<file path="config.mk">
export PLATFORM = sky130hd
export DESIGN_NAME = branch_ctrl
export DESIGN_NICKNAME = d
export VERILOG_FILES = /design/src/rtl/branch_pkg.sv /design/src/rtl/loop_counter.sv /design/src/rtl/branch_ctrl.sv
export SDC_FILE = /design/constraint.sdc
export NUM_CORES = 1
export LEC_CHECK = 0
export BUFFER_PORTS_ARGS = -buffer_cell sky130_fd_sc_hd__buf_2
export CORE_AREA = 2 2 39 41
export CTS_BUF_LIST = sky130_fd_sc_hd__clkbuf_8
export DETAILED_ROUTE_END_ITERATION = 8
export DIE_AREA = 0 0 41 43
export RECOVER_POWER = 50
export SLEW_MARGIN = 20
export SYNTH_ARGS = -nofsm -noshare
export SYNTH_HDL_FRONTEND = slang
export SYNTH_SLANG_ARGS = --single-unit
</file>
<file path="constraint.sdc">
create_clock -name clk -period 2.1 [get_ports clk]
set_input_delay 0.21 -clock clk [delete_from_list [all_inputs] [get_ports clk]]
set_output_delay 0.21 -clock clk [all_outputs]
set_load 0.005 [all_outputs]
</file>
<file path="src/rtl/branch_pkg.sv">
// branch_pkg: shared defaults, opcode encodings and FSM states for branch_ctrl.
package branch_pkg;

    localparam int PC_W_DEF    = 8;
    localparam int INSTR_W_DEF = 16;
    localparam int OFF_W       = 8;

    typedef enum logic [3:0] {
        OP_JMP     = 4'hA,
        OP_BZ      = 4'hB,
        OP_BNZ     = 4'hC,
        OP_LOOPSET = 4'hD,
        OP_LOOPEND = 4'hE
    } opcode_e;

    typedef enum logic [1:0] {
        FILL   = 2'd0,
        RUN    = 2'd1,
        SQUASH = 2'd2
    } state_e;

endpackage

</file>
<file path="src/rtl/loop_counter.sv">
// loop_counter: hardware loop iteration counter. Load has priority over
// decrement; decrement saturates at zero.
module loop_counter #(
    parameter int W = 8
) (
    input  logic         clk,
    input  logic         reset,
    input  logic         load,
    input  logic         dec,
    input  logic [W-1:0] load_val,
    output logic [W-1:0] count,
    output logic         nonzero
);

    // Count register: reload on LOOPSET, step down on a taken LOOPEND.
    always_ff @(posedge clk) begin
        if (reset)
            count <= '0;
        else if (load)
            count <= load_val;
        else if (dec && nonzero)
            count <= count - W'(1);
    end

    assign nonzero = |count;

endmodule

</file>
<file path="src/rtl/branch_ctrl.sv">
// branch_ctrl: decodes the ROM word for the current PC, drives PCSrc/immediate
// into pc and squashes the single wrong-path fetch after a taken branch.
// Optional hardware loop counter is built when BRANCH_LOOP_EN is defined;
// otherwise LOOPSET/LOOPEND behave as not-taken NOPs.
module branch_ctrl
    import branch_pkg::*;
#(
    parameter int PC_W    = PC_W_DEF,
    parameter int INSTR_W = INSTR_W_DEF
) (
    input  logic               clk,
    input  logic               reset,
    input  logic [INSTR_W-1:0] instr,
    input  logic               zero,
    output logic [PC_W-1:0]    immediate,
    output logic               PCSrc,
    output logic               squash
);

    state_e          state, state_nx;
    logic [3:0]      opcode;
    logic [PC_W-1:0] off;
    logic            take;
    logic            unused_bits;

    assign opcode      = instr[15:12];
    assign unused_bits = ^instr[11:8];
    // Offset is signed and relative to the branch itself.
    assign off         = PC_W'($signed(instr[OFF_W-1:0]));

`ifdef BRANCH_LOOP_EN
    logic             cnt_load, cnt_dec, cnt_nonzero;
    logic [OFF_W-1:0] loop_count_unused;

    // Counter only moves on a RUN cycle; squashed words leave it alone.
    assign cnt_load = (state == RUN) && (opcode == OP_LOOPSET);
    assign cnt_dec  = (state == RUN) && (opcode == OP_LOOPEND) && cnt_nonzero;

    loop_counter #(.W(OFF_W)) u_loop_counter (
        .clk      (clk),
        .reset    (reset),
        .load     (cnt_load),
        .dec      (cnt_dec),
        .load_val (instr[OFF_W-1:0]),
        .count    (loop_count_unused),
        .nonzero  (cnt_nonzero)
    );
`endif

    // Raw taken decision for the current word, before FSM gating.
    always_comb begin
        take = 1'b0;
        case (opcode)
            OP_JMP:     take = 1'b1;
            OP_BZ:      take = zero;
            OP_BNZ:     take = !zero;
`ifdef BRANCH_LOOP_EN
            OP_LOOPEND: take = cnt_nonzero;
`endif
            default:    take = 1'b0;
        endcase
    end

    // State register.
    always_ff @(posedge clk) begin
        if (reset)
            state <= FILL;
        else
            state <= state_nx;
    end

    // Next state and outputs; only RUN may redirect the PC.
    always_comb begin
        state_nx = state;
        PCSrc    = 1'b0;
        squash   = 1'b1;
        case (state)
            FILL:   state_nx = RUN;
            RUN: begin
                squash = 1'b0;
                if (take) begin
                    PCSrc    = 1'b1;
                    state_nx = SQUASH;
                end
            end
            SQUASH: state_nx = RUN;
            default: state_nx = FILL;
        endcase
        // pc already holds branch+1, so pull one back off the offset.
        immediate = PCSrc ? (off - PC_W'(1)) : '0;
    end

endmodule
</file>
==> results of run 1 <==
## cells by family after synthesis
logic type                 share of synthesized area
xor gates and xnor gates                     0.09172
DFF                                           0.1397
buffers and inverters                        0.06551
and+or+nand+nor                               0.4280
adders and majority gates                    0.04366
AOI/OAI and AO/OA                             0.2314
## worst min path at each step
stage	from	end	slack (ns)	cells past startpoint
2_1_floorplan	reset	state[1]	0.29	1
3_3_place_gp	reset	state[1]	0.40	2
3_5_place_dp	reset	state[1]	0.40	2
4_1_cts	reset	state[1]	0.18	2
5_1_grt	reset	state[1]	0.19	2
6_report	reset	state[1]	0.19	2
## critical path: stages
cell,delay [ns]
buf_2,0.11
or3_4,0.39
or4_1,0.49
a211oi_2,0.22
buf_2,0.14
## cell usage after synthesis, drive strengths merged
master  n
a211oi  3
a21oi   1
a31oi   1
clkbuf  2
dfxtp   2
ha      1
inv     3
nand2   1
nand2b  3
nor2    1
nor3    6
nor3b   1
nor4b   1
o21a    1
o21ai   1
o31ai   2
or2     1
or3     3
or4     2
xnor2   2
xor2    1
## final cells by class
type | count | area (µm²) | area share
inverters | 3 | 11.26 | 0.02473
multi-input cells | 32 | 227.7 | 0.5000
well taps | 16 | 20.02 | 0.04396
flip-flops and latches | 2 | 40.04 | 0.08791
clock buffers | 3 | 41.29 | 0.09066
repair buffers | 24 | 115.1 | 0.2527
## layer usage
metal  global-route usage  wire length [µm]  part of all wire  vias to the layer above
met5                    0                 0                 0                        -
met1              0.09524               351              0.45                      146
met2               0.1281               334              0.43                       16
li1                     -                 -                 -                      196
met4              0.08000                 0                 0                        0
met3              0.03665                86              0.11                        0
## through the flow
stage | area [µm²] | hold WS (ns) | cells | util
2_1_floorplan | 286.5 | 0.2893 | 39 | -
3_3_place_gp | 419.2 | 0.3976 | 77 | 0.3029
3_5_place_dp | 419.2 | 0.4006 | 77 | 0.3029
4_1_cts | 460.4 | 0.1843 | 80 | 0.3327
5_1_grt | 455.4 | 0.1868 | 80 | 0.3291
6_report | 455.4 | 0.1886 | 80 | 0.3291
## power groups by stage
| stage | registers, W | clock network [W] | logic (W) |
|---|---|---|---|
| after detailed placement | 0.0000416 | 0 | 0.0000546 |
| after global routing | 0.0000414 | 0.000153 | 0.0000604 |
| after floorplan | 0.0000414 | 0 | 0.0000290 |
| after global placement | 0.0000416 | 0 | 0.0000539 |
| final | 0.0000411 | 0.000148 | 0.0000533 |
| after CTS | 0.0000411 | 0.000152 | 0.0000549 |
## layout by cell type, fill, tap and decap left out
cell	Yosys	layout
buf_2	0	20
nor3_1	6	6
clkbuf_1	2	4
nand2b_1	3	3
inv_1	3	3
clkbuf_8	0	3
or3_4	2	2
a211oi_1	2	2
o31ai_1	2	2
or4_1	2	2
xnor2_1	2	2
dfxtp_1	2	2
nor4b_1	1	1
a31oi_1	1	1
nand2_1	1	1
or2_2	1	1
nor2_1	1	1
o21ai_0	1	1
or3_1	1	1
nor3b_1	1	1
xor2_1	1	1
a211oi_2	1	1
a21oi_1	1	1
o21a_1	1	1
ha_1	1	1
==> results.txt, run 1 <==
Status: finished, final reports clean
Initial antenna violation count: 0
Synth Register Bits: 2
Switch share: 0.2303
RSZ-0062 raised after global routing: no
Logic gate share of total power: 0.220
CTS root buffer: clkbuf_8
Antenna-violating nets left: 0
Vert. Die Dim: 43 µm
Relative slew slack: 0.3792
Layout cells sized above 1: 0.4219
Placed wire-length estimate: 598.6 µm
Min cycle time layout: 1.771 ns
First-pass detailed-route iteration total: 2
Die W: 41 µm
FMAX: 564.8 MHz
Crit-path max FO: 4
# fillers: 165
Nets: 86
Vias/cell: 4.475
Max VDD drop: 171.3 µV
WP data arrival: 1.56 ns
Hold Path Class: input pin to register
TritonCTS buffer count: 3
Syn_area_per_cell: 7.347 µm²
Synth Instances: 39
Largest reg by FF count: state
GP Congestion: 0.6985
Internal power: 0.0001864 W
Top post-synthesis cells by area: dfxtp_1 (14%), nor3_1 (10%), or3_4 (7.9%)
Worst slew pin tran: 0.9268 ns
Layout Skew: 0.001855 ns
Critical path endpoint: immediate[7]
Yosys top cell by area: dfxtp_1
Worst slack, placed: 0.3162 ns
Leak: 0.1963 nW
First-pass GRT wire length: 1.055 mm
Crit end category: output pin
Clock buffer depth: 2
Seq/Total Area, Yosys: 0.1397
Fin Setup TNS: 0 ns
Max FFs per register: 2
Critical Path RT: 1.89 ns
R2r startpoint: state[0]
Synthesized Nets: 59
Critical path origin: instr[5]
Drt wl/cell: 9.650 µm
Initial Util: 0.2071
Io pins: 29
CTS tree: done
MaxCap Viol Count: 0
Final WS setup: 0.3294 ns
Post-synth cell types: 23
Largest net degree at the start of global routing: 12
Power, Total: 0.0002422 W
Post-Syn Area: 286.5 µm²
Post-CTS Resized: 0
Slew Viols, Final: 0
Top Registers: state (2)
CP Launch Type: input pin
Final WL: 772 µm
Vias in the first global route: 308
Core region area: 1384 µm²
Clk Latency, worst-skew pair: 0.21 ns
R2r worst-path depth: 3
Vias post-DR: 358
Buffers on Ports: 24
Setup Fix Bufs, Post-CTS: 0
Setup Viol. Count Final: 0
Synth-to-Final Area Change: 58.95%
Drt drc: 0
Synthesis Warnings: 0
Reg clk slew, reported paths: 0.03 ns
Sw power: 0.00005580 W
Internal reg-to-reg setup slack: 1.09 ns
GRT Util Overall: 0.09000
Hold-fix buffers at CTS: 0
Row count: 14
Reg-to-Reg End: state[1]
Period utilization: 0.8432
Total clock sinks: 2
H-tree levels: 1
Drt first-iter violations: 5
Final hold vios: 0
Seq pwr share: 0.170
Die ar.: 1763 µm²
ANT cells: 0
Worst Setup Path Type: input pin to output pin
Pwr Density: 531.9 nW/µm²
Clock Power Share: 0.610
Top cell type's share of synthesized area: 0.1397
Total global routing overflow: 0
(Power assumes the default switching activity.)
==> run 2: changes to the inputs <==
==> constraint.sdc (replaced) <==
create_clock -name clk -period 1.5 [get_ports clk]
set_input_delay 0.15 -clock clk [delete_from_list [all_inputs] [get_ports clk]]
set_output_delay 0.15 -clock clk [all_outputs]
set_load 0.005 [all_outputs]
==> run 2 against run 1 <==
Compared with the run above:
- the run now ends with setup timing left
- critical path depth did not move
- wire length rose by 21%
- die area did not move
- clock skew fell by 0.0014 ns
- utilization rose by 8.0 points
- clock power rose by 39%
- worst setup slack got worse by 0.39 ns
- global-route usage rose by 3.0 points
==> results.txt, run 2 (synthesis gave the netlist of run 1 again) <==
GRT Util Overall: 0.1200 (+0.03000)
First-pass detailed-route iteration total: 2 (unchanged)
Period utilization: 1.044
Final hold vios: 0 (unchanged)
Reg clk slew, reported paths: 0.03 ns (about the same)
Vias post-DR: 409 (+14%)
Clock buffer depth: 2 (unchanged)
CP Launch Type: input pin
Placed wire-length estimate: 705.5 µm (+18%)
Post-layout util: 0.4087 (+0.07957)
Most common cell after layout, fill and taps aside: buf_2
Internal power: 0.0002782 W (+49%)
Max FFs per register: 2 (unchanged)
Drt wl/cell: 10.87 µm (+13%)
Layout cells sized above 1: 0.6000 (+0.1781)
# fillers: 156 (-5.5%)
Drt drc: 0 (unchanged)
Clock Power Share: 0.565 (-0.045)
RSZ-0062 raised after global routing: yes
Crit-path max FO: 2 (-2)
Min cycle time layout: 1.566 ns
Total clock sinks: 2 (unchanged)
Synth-to-Final Area Change: 97.38%
Io pins: 29 (unchanged)
Hold Path Class: input pin to register
Fin Setup TNS: -0.1534 ns (-0.1534 ns)
Register area: 40.04 µm² (unchanged)
GP Congestion: 0.7171 (+2.7%)
Final WS setup: -0.06560 ns (-0.3950 ns)
Internal reg-to-reg setup slack: 0.60 ns (-0.49 ns)
Worst slew pin tran: 0.3862 ns (-0.5407 ns)
Max VDD drop: 161.6 µV (-5.7%)
Clk Latency, worst-skew pair: 0.21 ns (about the same)
TritonCTS buffer count: 3 (unchanged)
Slew Viols, Final: 0 (unchanged)
Failing checks: setup timing
Buffers on Ports: 24 (unchanged)
Nets: 92 (+7.0%)
Leak: 0.2498 nW (+27%)
Vias in the first global route: 415 (+35%)
Largest reg by FF count: state
MaxCap Viol Count: 0 (unchanged)
Setup Viol. Count Final: 3 (+3)
Drt first-iter violations: 2 (-3)
Post-route cell area: 565.5 µm² (+24%)
Placed Instance Area: 456.7 µm² (+9.0%)
Power, Total: 0.0003650 W (+51%)
Antenna-violating nets left: 0 (unchanged)
Sw power: 0.00008684 W (+56%)
CTS tree: done
Dpl cells: 82 (+6.5%)
Crit end category: output pin
Relative slew slack: 0.7426 (+0.3633)
Top Registers: state (2)
FMAX: 638.7 MHz
Commonest cells after routing, fill and taps aside: buf_2 (20), nor3_1 (6), buf_4 (5)
CTS root buffer: clkbuf_8
Vias/cell: 4.756 (+6.3%)
Final WL: 935 µm (+21%)
Count of non-filler cells in the finished layout: 86 (+7.5%)
Core region area: 1384 µm² (unchanged)
Logic gate share of total power: 0.277 (+0.057)
Initial antenna violation count: 0 (unchanged)
Critical Path RT: 1.35 ns (-0.54 ns)
Switch share: 0.2379 (+0.007550)
Largest net degree at the start of global routing: 12 (unchanged)
Area of the multi-input gates: 274.0 µm² (+20%)
Total global routing overflow: 0 (unchanged)
Status: finished, violations left
Die ar.: 1763 µm² (unchanged)
Pwr Density: 645.4 nW/µm² (+21%)
Die W: 41 µm (unchanged)
First-pass GRT wire length: 1.462 mm (+39%)
Initial Util: 0.2071 (unchanged)
Layout Skew: 0.0004408 ns (-0.001415 ns)
Seq pwr share: 0.158 (-0.012)
Worst Setup Path Type: input pin to output pin
Vert. Die Dim: 43 µm (unchanged)
ANT cells: 0 (unchanged)
WP data arrival: 1.42 ns (-0.14 ns)
Row count: 14 (unchanged)
H-tree levels: 1 (unchanged)
## run 2: cell types whose count changed in the layout (fill, tap and decap cells not counted), sizes merged
| cell | previous run | this run |
|---|---|---|
| buf | 20 | 28 |
| clkbuf | 7 | 5 |
## run 2: routing by layer
layer  wire length (µm)  track usage  vias up
met3                 80      0.03665        0
met4                  0      0.06000        0
met5                  0            0        -
met2                502       0.2219       18
li1                   -            -      206
met1                352       0.1048      185
## run 2: metrics by stage
step / setup slack [ns] / hold slack, ns
global route: -0.1074 / 0.1399
floorplan: 0.1035 / 0.2293
global placement: -0.1245 / 0.3363
CTS: -0.08476 / 0.1266
detailed placement: -0.1587 / 0.3410
finish: -0.06560 / 0.1282
## run 2: power by group through the flow
stage	Clock, W	Combinational, W	Sequential [W]
2_1_floorplan	0	0.0000407	0.0000579
3_5_place_dp	0	0.0000865	0.0000582
4_1_cts	0.000211	0.0000971	0.0000577
6_report	0.000206	0.000101	0.0000576
5_1_grt	0.000211	0.000114	0.0000582
3_3_place_gp	0	0.0000856	0.0000582
## run 2: final timing paths
path,from,to,cells past startpoint
worst max-delay path,instr[5],immediate[7],5
worst min-delay path,reset,state[1],2
worst max register to register,state[0],state[1],3
worst min register to register,state[0],state[0],2
## run 2: cell type report
cell class,instances,area share
Multi-Input combinational cell,32,0.4845
Timing Repair Buffer,30,0.3164
Clock buffer,3,0.07301
Sequential cell,2,0.07080
Tap cell,16,0.03540
Inverter,3,0.01991
## run 2: worst max-delay path, stage by stage
cell and delay [ns]:
buf_6 0.09, or3_4 0.38, or4_4 0.48, a211oi_2 0.17, buf_2 0.13
## run 2: what timing repair did
item | 4_1_cts | 5_1_grt
setup endpoints to repair | 9 | 8
buffers inserted | 1 | 0
pin swaps | 3 | 0
hold buffers | 0 | 0
gates resized for setup | 8 | 4
==> run 3: changes to the inputs <==
--- a/config.mk
+++ b/config.mk
@@ -6,10 +6,12 @@
 export NUM_CORES = 1
 export LEC_CHECK = 0
 export BUFFER_PORTS_ARGS = -buffer_cell sky130_fd_sc_hd__buf_2
-export CORE_AREA = 2 2 39 41
+export CELL_PAD_IN_SITES_DETAIL_PLACEMENT = 1
+export CELL_PAD_IN_SITES_GLOBAL_PLACEMENT = 1
+export CORE_UTILIZATION = 19
 export CTS_BUF_LIST = sky130_fd_sc_hd__clkbuf_8
 export DETAILED_ROUTE_END_ITERATION = 8
-export DIE_AREA = 0 0 41 43
+export PLACE_DENSITY_LB_ADDON = 0.1
 export RECOVER_POWER = 50
 export SLEW_MARGIN = 20
 export SYNTH_ARGS = -nofsm -noshare
==> run 3 against run 2 <==
Compared with the run above:
- the run still ends with setup timing left
- worst hold slack barely moved
- via count decreased by 0.73%
- final cell count unchanged
- global-route usage increased by 1.3 points
- clock-buffer cell count is the same
- sequential power about the same
- wire length grew 12%
- critical path type unchanged
- largest cell class unchanged
==> results.txt, run 3 (synthesis gave the netlist of run 1 again) <==
Status: finished, violations left
Failing checks: setup timing
Period utilization: 1.051 (+0.006769)
Clk Latency, worst-skew pair: 0.21 ns (about the same)
Final WS setup: -0.07575 ns (-0.01015 ns)
Critical Path RT: 1.35 ns (about the same)
R2r worst-path depth: 3 (unchanged)
Max VDD drop: 295.3 µV (+83%)
Initial Util: 0.2122 (+0.005181)
Vert. Die Dim: 40.84 µm (-5.0%)
CTS tree: done
Worst Setup Path Type: input pin to output pin
Hold Path Class: input pin to register
Critical Path Max Stage Delay: 0.48 ns (about the same)
GP Congestion: 0.5780 (-19%)
RSZ-0062 raised after global routing: yes
Crit-path slowest cell: or4_4
Drt wl/cell: 12.21 µm (+12%)
Fin Setup TNS: -0.1666 ns (-0.01318 ns)
Layout Skew: 0.004864 ns (+0.004423 ns)
Row count: 13 (-1)
Crit end category: output pin
Top Registers: state (2)
ANT cells: 0 (unchanged)
Initial antenna violation count: 0 (unchanged)
Final WL: 1.050 mm (+12%)
Largest net degree at the start of global routing: 12 (unchanged)
Final hold vios: 0 (unchanged)
Io pins: 29 (unchanged)
Drt drc: 0 (unchanged)
R2r startpoint: state[0]
Power, Total: 0.0003730 W (+2.2%)
Reg clk slew, reported paths: 0.03 ns (about the same)
Cell Chain, Critical Path: buf_6, or3_4, or4_4, a211oi_2, buf_2
Clock buffer depth: 2 (unchanged)
Nets: 93 (+1.1%)
FMAX: 634.6 MHz (-0.64%)
Vias in the first global route: 354 (-15%)
Smallest hold slack: 0.1280 ns (-0.0002370 ns)
CP Launch Type: input pin
First-pass detailed-route iteration total: 2 (unchanged)
Setup Viol. Count Final: 3 (unchanged)
Hold endpoint: state[1]
Synth-to-Final Area Change: 97.82%
Commonest cells after routing, fill and taps aside: buf_2 (20), nor3_1 (6), buf_4 (6)
Total clock sinks: 2 (unchanged)
Hold Path Stages: 2 (unchanged)
Vias/cell: 4.721 (-0.73%)
Hold-fix buffers at CTS: 0 (unchanged)
Reg-to-Reg End: state[1]
MaxCap Viol Count: 0 (unchanged)
Min cycle time layout: 1.576 ns (+0.01015 ns)
Drt first-iter violations: 1 (-1)
Post-route cell area: 566.8 µm² (+0.22%)
Buffers on Ports: 24 (unchanged)
CTS root buffer: clkbuf_8
First-pass GRT wire length: 1.421 mm (-2.8%)
Relative slew slack: 0.6512 (-0.09141)
Antenna-violating nets left: 0 (unchanged)
WP data arrival: 1.43 ns (about the same)
Min-Delay Startpoint: reset
Pwr Density: 658.1 nW/µm² (+2.0%)
TritonCTS buffer count: 3 (unchanged)
Leak: 0.2557 nW (+2.3%)
Internal reg-to-reg setup slack: 0.57 ns (-0.03 ns)
Setup Fix Bufs, Post-CTS: 0 (-1)
Die W: 40.84 µm (-0.40%)
GRT Util Overall: 0.1331 (+0.01311)
Layout cells sized above 1: 0.6056 (+0.005634)
Vias post-DR: 406 (-0.73%)
Worst slew pin tran: 0.5160 ns (+0.1298 ns)
Die ar.: 1668 µm² (-5.4%)
Post-layout util: 0.4198 (+0.01115)
Core region area: 1350 µm² (-2.4%)
Largest reg by FF count: state
Placed Instance Area: 470.5 µm² (+3.0%)
H-tree levels: 1 (unchanged)
Crit-path max FO: 2 (unchanged)
Total global routing overflow: 0 (unchanged)
Most common cell after layout, fill and taps aside: buf_2
Slew Viols, Final: 0 (unchanged)
Max FFs per register: 2 (unchanged)
Placed wire-length estimate: 789.1 µm (+12%)
-- run 3: cell types whose count changed in the layout (fill, tap and decap cells not counted), sizes merged --
cell  delta
buf      +1
-- run 3: where the power goes --
part | switching (W) | leakage (nW) | internal, W | total (W)
Clock | 0.0000401 | 0.0216 | 0.000170 | 0.000210
Sequential | 0.00000171 | 0.0165 | 0.0000561 | 0.0000578
Combinational | 0.0000513 | 0.218 | 0.0000544 | 0.000106
-- run 3: metal layers --
layer	wire length, µm	up-vias	GRT usage
met4	0	0	0.1000
li1	-	209	-
met1	460	180	0.1581
met3	73	0	0.02717
met5	0	-	0
met2	515	17	0.2070
-- run 3: what timing repair did --
item | 4_1_cts | 5_1_grt
gates resized for setup | 9 | 3
setup endpoints to repair | 9 | 5
pin swaps | 5 | 0
-- run 3: cell type report --
type	count	area (µm²)
flip-flops and latches	2	40.04
clock buffers	3	41.29
well taps	15	18.77
repair buffers	31	187.7
fillers	178	783.3
inverters	3	11.26
multi-input cells	32	267.8
-- run 3: how the worst max path moves through the flow --
stage / start / end / cells after the start
CTS: instr[3] / immediate[7] / 5
finish: instr[3] / immediate[7] / 5
global placement: instr[5] / immediate[7] / 5
floorplan: instr[5] / immediate[7] / 3
global route: instr[3] / immediate[7] / 5
detailed placement: instr[5] / immediate[7] / 5
-- run 3: worst max-delay path: cells and delay by family --
kind	cells	cell delay [ns]
buffers and inverters	2	0.23
AOI/OAI and AO/OA	1	0.18
and+or+nand+nor	2	0.86
-- run 3: per-stage QoR --
stage,worst slack [ns],std cells
global placement,-0.1438,83
floorplan,0.1035,39
detailed placement,-0.1430,83
finish,-0.07575,86
CTS,-0.08478,86
global route,-0.1033,86
